**config.mk**
```make
export PLATFORM = sky130hd
export DESIGN_NAME = piece_sprite_engine
export DESIGN_NICKNAME = d
export VERILOG_FILES = /design/src/rtl/piece_sprite_engine.sv
export SDC_FILE = /design/constraint.sdc
export NUM_CORES = 1
export LEC_CHECK = 0
export BUFFER_PORTS_ARGS = -buffer_cell sky130_fd_sc_hd__buf_4
export CAP_MARGIN = 5
export CORE_MARGIN = 4
export CORE_UTILIZATION = 35
export DETAILED_ROUTE_END_ITERATION = 7
export MAX_ROUTING_LAYER = met4
export PLACE_DENSITY = 0.64
export SLEW_MARGIN = 20
export SYNTH_ARGS = -nofsm -noshare
export SYNTH_HDL_FRONTEND = slang
export SYNTH_SLANG_ARGS = --single-unit
```
**constraint.sdc**
```tcl
create_clock -name vga_clk -period 9.6 [get_ports vga_clk]
set_input_delay 1.44 -clock vga_clk [delete_from_list [all_inputs] [get_ports vga_clk]]
set_output_delay 1.44 -clock vga_clk [all_outputs]
set_load 0.02 [all_outputs]
```
**src/rtl/piece_sprite_engine.sv**
```systemverilog
// Two-stage pipelined chess-piece sprite renderer: window clip, ROM address, transparency key, selection blink.
// Optional blink highlight is compiled in when SPRITE_BLINK_EN is defined.
module piece_sprite_engine #(
   parameter int SPR_W        = 55,
   parameter int SPR_H        = 55,
   parameter int NUM_PIECES   = 12,
   parameter int PIX_BITS     = 4,
   parameter int TRANSP_IDX   = 0,
   parameter int BLINK_FRAMES = 30,
   parameter int ADDR_W       = $clog2(NUM_PIECES*SPR_W*SPR_H)
) (
   input  logic                vga_clk,
   input  logic                reset_n,
   input  logic [9:0]          DrawX,
   input  logic [9:0]          DrawY,
   input  logic [9:0]          offsetX,
   input  logic [9:0]          offsetY,
   input  logic [3:0]          piece_sel,
   input  logic                frame_start,
   input  logic                selected,
   output logic [ADDR_W-1:0]   rom_addr,
   input  logic [PIX_BITS-1:0] rom_data,
   output logic [PIX_BITS-1:0] pal_idx,
   input  logic [3:0]          pal_r,
   input  logic [3:0]          pal_g,
   input  logic [3:0]          pal_b,
   output logic [3:0]          red,
   output logic [3:0]          green,
   output logic [3:0]          blue,
   output logic                sprite_on
);

   localparam logic [10:0]         W11    = 11'(SPR_W);
   localparam logic [10:0]         H11    = 11'(SPR_H);
   localparam logic [PIX_BITS-1:0] TRANSP = PIX_BITS'(TRANSP_IDX);

   logic [10:0]       x_ext, y_ext, x_lo, y_lo, x_hi, y_hi;
   logic              in_x, in_y, piece_ok, in_win;
   logic [9:0]        dx, dy;
   logic [ADDR_W-1:0] addr_calc;
   logic              s1_in;
   logic              opaque;
   logic              highlight;

   // 11-bit window bounds so offset+size near the right/bottom edge cannot wrap
   always_comb begin
      x_ext    = {1'b0, DrawX};
      y_ext    = {1'b0, DrawY};
      x_lo     = {1'b0, offsetX};
      y_lo     = {1'b0, offsetY};
      x_hi     = x_lo + W11;
      y_hi     = y_lo + H11;
      in_x     = (x_ext >= x_lo) && (x_ext < x_hi);
      in_y     = (y_ext >= y_lo) && (y_ext < y_hi);
      piece_ok = 32'(piece_sel) < 32'(NUM_PIECES);
      in_win   = in_x && in_y && piece_ok;
      dx       = DrawX - offsetX;
      dy       = DrawY - offsetY;
      addr_calc = ADDR_W'(piece_sel) * ADDR_W'(SPR_W*SPR_H)
                + ADDR_W'(dy) * ADDR_W'(SPR_W)
                + ADDR_W'(dx);
      rom_addr = in_win ? addr_calc : '0;
   end

   always_ff @(posedge vga_clk) begin
      if (!reset_n)
         s1_in <= 1'b0;
      else
         s1_in <= in_win;
   end

   always_comb begin
      pal_idx = s1_in ? rom_data : '0;
      opaque  = s1_in && (rom_data != TRANSP);
   end

`ifdef SPRITE_BLINK_EN
   localparam logic PHASE_OFF = 1'b0;
   localparam logic PHASE_ON  = 1'b1;
   localparam int   CNT_W     = (BLINK_FRAMES > 1) ? $clog2(BLINK_FRAMES) : 1;
   localparam logic [CNT_W-1:0] CNT_LAST = CNT_W'(BLINK_FRAMES - 1);

   logic             phase;
   logic [CNT_W-1:0] blink_cnt;

   // Deselect clears immediately and takes priority over a coincident frame pulse
   always_ff @(posedge vga_clk) begin
      if (!reset_n || !selected) begin
         blink_cnt <= '0;
         phase     <= PHASE_OFF;
      end else if (frame_start) begin
         if (blink_cnt == CNT_LAST) begin
            blink_cnt <= '0;
            phase     <= (phase == PHASE_ON) ? PHASE_OFF : PHASE_ON;
         end else begin
            blink_cnt <= blink_cnt + 1'b1;
         end
      end
   end

   assign highlight = selected && (phase == PHASE_ON);
`else
   localparam int unused_blink_frames = BLINK_FRAMES;
   logic unused_blink_inputs;
   assign unused_blink_inputs = selected ^ frame_start;
   assign highlight = 1'b0;
`endif

   always_ff @(posedge vga_clk) begin
      if (!reset_n) begin
         red       <= 4'h0;
         green     <= 4'h0;
         blue      <= 4'h0;
         sprite_on <= 1'b0;
      end else begin
         sprite_on <= opaque;
         if (opaque && highlight) begin
            red   <= 4'hF;
            green <= 4'hF;
            blue  <= 4'h0;
         end else if (opaque) begin
            red   <= pal_r;
            green <= pal_g;
            blue  <= pal_b;
         end else begin
            red   <= 4'h0;
            green <= 4'h0;
            blue  <= 4'h0;
         end
      end
   end

endmodule

```
==> results of run 1 <==
cells in the final DEF (no fill, tap or decap), types with 2 or more instances in the layout:
cell / instances
a211oi_1: 7
a21o_1: 7
a21oi_1: 24
a21oi_4: 2
a31oi_1: 3
and2_1: 18
and3_1: 3
buf_4: 94
clkbuf_16: 3
dfxtp_1: 14
fa_1: 52
ha_1: 89
inv_1: 120
nand2_1: 18
nand2b_1: 7
nand3_1: 4
nand4_1: 7
nor2_1: 40
nor2b_1: 9
nor3_1: 18
nor3_2: 2
nor3b_1: 2
nor4_1: 7
o21a_1: 5
o21ai_0: 21
o32a_1: 2
o41ai_1: 2
or2_2: 3
or3_1: 5
xnor2_1: 33
xnor2_2: 3
xor2_1: 10
registers in the layout (all words and copies together) (netlist names):
name,count
green,4
s1_in,1
sprite_on,1
blue,4
red,4
synth_stat cells (all sizes together), types with 10 or more instances:
library cell / count
a21oi: 26
dfxtp: 14
and2: 18
fa: 52
xor2: 11
nand2: 18
inv: 120
xnor2: 36
nor2b: 10
o21ai: 21
nor2: 40
nor3: 20
ha: 89
per-stage QoR:
step	setup slack, ns	hold WS, ns	instance area, µm²
floorplan	1.19	0.596	4790
global placement	0.586	0.596	5690
detailed placement	0.498	0.602	5690
CTS	0.487	0.607	5760
global route	0.00134	0.668	5760
finish	0.554	0.599	5760
final timing paths:
kind                   start           end
setup / recovery  offsetY[1]  rom_addr[15]
hold / removal         s1_in     sprite_on
setup reg to reg       s1_in      green[0]
hold reg to reg        s1_in     sprite_on
logic make-up (layout without fill, tap and decap cells):
logic type	after synthesis	in the layout	synth area share
AND/OR/NAND/NOR	147	147	0.160
flip-flops	14	14	0.0585
AO/OA/AOI/OAI	91	91	0.129
XOR/XNOR	48	48	0.0998
adder cells (fa/ha/maj)	142	142	0.452
buffers and inverters	125	217	0.0998
metal layers:
layer,wire length (µm),part of all wire
met1,5000,0.47
met2,5120,0.49
met3,336,0.032
met4,75,0.0071
met5,0,0
cell type report:
type | instances | area (µm²) | share of cell area
clock buffers | 3 | 75.1 | 0.0130
inverters | 120 | 450 | 0.0782
multi-input cells | 428 | 4030 | 0.699
flip-flops and latches | 14 | 280 | 0.0487
well taps | 176 | 220 | 0.0382
repair buffers | 94 | 706 | 0.123
critical path, stage by stage:
cell and delay [ns]:
buf_4 0.11, inv_1 0.13, ha_1 0.26, nor2b_1 0.15, o2111a_1 0.26, o31ai_1 0.49
a21oi_1 0.13, nor2_1 0.19, xnor2_2 0.15, ha_1 0.34, inv_1 0.06, fa_1 0.53
inv_1 0.05, fa_1 0.50, fa_1 0.54, inv_1 0.05, fa_1 0.52, inv_1 0.04
ha_1 0.33, and3_1 0.21, nand2_1 0.06, a211oi_1 0.43, o32a_1 0.26, xnor2_1 0.12
nor2_1 0.06, buf_4 0.19
==> results.sh, run 1 <==
export IMPL_cts_max_level=1
export IMPL_dp_cells=832
export IMPL_worstPathRequired_ns=8.16
export IMPL_synth_edff_count=0
export IMPL_grt_usage=0.136
export IMPL_synth_cells=567
export IMPL_cts_path_max_buffers=2
export IMPL_synth_warning_count=0
export IMPL_clk_pin_slew_ns=0.04
export IMPL_maxCapViolCount=0
export IMPL_grt_first_pass_wirelength_um=18100
export IMPL_avgViaCountPerCell=4.82
export IMPL_setup_violations=0
export IMPL_synth_distinct_cells=58
export IMPL_dr_pass1_iters=6
export IMPL_wl_um=10500
export IMPL_routedWlPerCell_um=12.6
export IMPL_rsz0062_at_grt="no"
export IMPL_cts_resized=0
export IMPL_hpwl_um=9540
export IMPL_worstSetupStartpointType="input port"
export IMPL_postCtsSetupRepairBufs=0
export IMPL_slew_viol_final=0
export IMPL_tightest_slew_ns=0.804
export IMPL_synthFlopType="dfxtp_1"
export IMPL_status="complete, no violations"
export IMPL_grt_busiest_layer="met2"
export IMPL_cts_root_buf="clkbuf_16"
export IMPL_yosysTopAreaCell="ha_1"
export IMPL_worst_endpoint_arrival_ns=7.61
export IMPL_core_mm2=0.0133
export IMPL_synthesis_area_mm2=0.00479
export IMPL_dieArea_mm2=0.0156
export IMPL_hold_path_class="register to register"
export IMPL_tns_ns=0
export IMPL_use_met2=0.233
export IMPL_ant_nets=0
export IMPL_drc=0
export IMPL_dieHeight_um=125
export IMPL_path_class="input port to primary output"
export IMPL_initial_utilization=0.360
export IMPL_drive_gt1_frac=0.170
export IMPL_finalCriticalPeriod_ns=9.05
export IMPL_synth_seq_area_share=0.0585
export IMPL_num_vias=4023
export IMPL_rrSetupSlack_ns=8.47
export IMPL_final_cells=835
export IMPL_async_flop_share=0
export IMPL_grt_max_degree=18
export IMPL_cts_hold_buf=0
export IMPL_routabilityCongestion=0.901
export IMPL_syn_mean_instance_area_um2=8.44
export IMPL_ff2ff_path_depth=3
export IMPL_synth_area_leaders="ha_1 (23%), fa_1 (22%), inv_1 (9.4%)"
export IMPL_cts_buffers=3
export IMPL_num_rows=42
export IMPL_drt_iter0_markers=142
export IMPL_area_growth_syn_to_layout_pct=20.3
export IMPL_io_pins=97
export IMPL_skew_ns=0.00245
export IMPL_grt_util_met1=0.184
export IMPL_hold_viol=0
export IMPL_antenna_found_initial=0
export IMPL_yosys_register_bits=14
export IMPL_netlist_area_leader_share=0.233
export IMPL_syn_nets=772
export IMPL_max_freq_mhz=111
export IMPL_first_global_vias=4039
export IMPL_port_buffers=94
export IMPL_min_path_cells=2
export IMPL_use_met3=0.00938
export IMPL_post_route_period_util=0.942
export IMPL_finalNetCount=866
export IMPL_cts_tree="done"
export IMPL_gr_total_overflow=0
export IMPL_clk_latency_ns=0.24
export IMPL_critical_path_max_fanout=6
export IMPL_post_route_util=0.433
export IMPL_fill_cells=1325
export IMPL_cts_sinks=14
export IMPL_max_slew_margin=0.463
export IMPL_worst_setup_path_end_kind="primary output"
export IMPL_antenna_cells=0
export IMPL_die_w_um=125
Power of run 1 is not shown: default switching activity piles up to over one toggle a cycle in this logic, so the estimate is an artifact.
==> run 2: changes to the inputs <==
Settings changed: PLACE_DENSITY 0.64 to unset, PLACE_DENSITY_LB_ADDON set to 0.15, SLEW_MARGIN 20 to 5.
==> run 2 against run 1 <==
Against the previous run: critical path depth stayed put; critical endpoint unchanged; fmax is 1.1% lower; register-to-register slack worse by 0.02 ns.
==> results.sh, run 2 (synthesis results as in run 1) <==
export IMPL_routabilityCongestion=0.881
export IMPL_cts_sinks=14
export IMPL_post_route_period_util=0.953
export IMPL_reg_largest_list="blue: 4 flops, green: 4 flops, red: 4 flops"
export IMPL_rsz0062_at_grt="no"
export IMPL_seq_area_um2=280
export IMPL_routedWlPerCell_um=12.7
export IMPL_grt_max_degree=18
export IMPL_cts_resized=0
export IMPL_dieArea_mm2=0.0156
export IMPL_max_slew_margin=0.456
export IMPL_dieHeight_um=125
export IMPL_port_buffers=94
export IMPL_wl_um=10600
export IMPL_dp_cells=833
export IMPL_status="complete, no violations"
export IMPL_finalCriticalPeriod_ns=9.14
export IMPL_num_vias=4021
export IMPL_slowest_stage="fa_1"
export IMPL_drc=0
export IMPL_first_global_vias=3953
export IMPL_multi_input_area_mm2=0.00403
export IMPL_hpwl_um=9690
export IMPL_layout_common_cells="inv_1 (120), buf_4 (95), ha_1 (89)"
export IMPL_num_rows=42
export IMPL_path_class="input port to primary output"
export IMPL_mostFrequentLayoutCell="inv_1"
export IMPL_cts_max_level=1
export IMPL_core_mm2=0.0133
export IMPL_hold_path_class="register to register"
export IMPL_worst_setup_path_end_kind="primary output"
export IMPL_drive_gt1_frac=0.171
export IMPL_final_cells=836
export IMPL_die_w_um=125
export IMPL_cts_hold_buf=0
export IMPL_final_area_mm2=0.00577
export IMPL_slew_viol_final=0
export IMPL_tightest_slew_ns=0.814
export IMPL_skew_ns=0.000337
export IMPL_antenna_cells=0
export IMPL_finalNetCount=867
export IMPL_cts_root_buf="clkbuf_16"
export IMPL_grt_usage=0.138
export IMPL_max_freq_mhz=109
export IMPL_worst_endpoint_arrival_ns=7.70
export IMPL_gr_total_overflow=0
export IMPL_placement_cell_area_mm2=0.00569
export IMPL_fill_cells=1351
export IMPL_avgViaCountPerCell=4.81
export IMPL_tns_ns=0
export IMPL_cts_buffers=3
export IMPL_dr_pass1_iters=4
export IMPL_critical_path_max_fanout=6
export IMPL_area_growth_syn_to_layout_pct=20.5
export IMPL_cts_tree="done"
export IMPL_hold_viol=0
export IMPL_worstPathRequired_ns=8.16
export IMPL_ant_nets=0
export IMPL_cts_path_max_buffers=2
export IMPL_grt_first_pass_wirelength_um=18200
export IMPL_initial_utilization=0.360
export IMPL_worstSetupStartpointType="input port"
export IMPL_setup_violations=0
export IMPL_timing_critical_path_mode_cell="inv_1"
export IMPL_holdWs_ns=0.612
export IMPL_drt_iter0_markers=134
export IMPL_antenna_found_initial=0
export IMPL_clk_latency_ns=0.24
export IMPL_maxCapViolCount=0
export IMPL_postCtsSetupRepairBufs=0
export IMPL_io_pins=97
export IMPL_clk_pin_slew_ns=0.04
export IMPL_critPathMaxStageDelay_ns=0.54
==> run 2: cell count changes in the layout (fill, tap and decap cells not counted) <==
cell   previous run  this run
buf_4            94        95
==> run 2: final cells by class <==
class | count | share of cell area
multi-input cells | 428 | 0.698
repair buffers | 95 | 0.124
inverters | 120 | 0.0781
flip-flops and latches | 14 | 0.0486
well taps | 176 | 0.0382
clock buffers | 3 | 0.0130
==> run 2: stage by stage <==
stage	setup WS (ns)	utilization
4_1_cts	0.489	0.434
2_1_floorplan	1.19	-
5_1_grt	0.120	0.434
3_5_place_dp	0.500	0.428
3_3_place_gp	0.514	0.428
6_report	0.456	0.434
==> run 2: critical path, delay by kind of cell <==
kind | cells | cell delay [ns]
AOI/OAI and AO/OA | 5 | 1.63
xor gates and xnor gates | 2 | 0.28
adders and majority gates | 7 | 3.04
buffers and inverters | 7 | 0.64
and+or+nand+nor | 5 | 0.67
==> run 2: worst paths after layout <==
| path | startpoint | to | slack (ns) | cells past startpoint |
|---|---|---|---|---|
| setup reg to reg | s1_in | blue[3] | 8.45 | 3 |
| setup / recovery | offsetY[1] | rom_addr[15] | 0.46 | 26 |
| hold reg to reg | s1_in | sprite_on | 0.61 | 2 |
| hold / removal | s1_in | sprite_on | 0.61 | 2 |
==> run 2: routing by layer <==
layer | share of wire | GRT usage
met5 | 0 | -
met4 | 0.0030 | 0.0134
met3 | 0.025 | 0.00853
met2 | 0.50 | 0.236
met1 | 0.47 | 0.189
Power of run 2 is left out for the same reason.
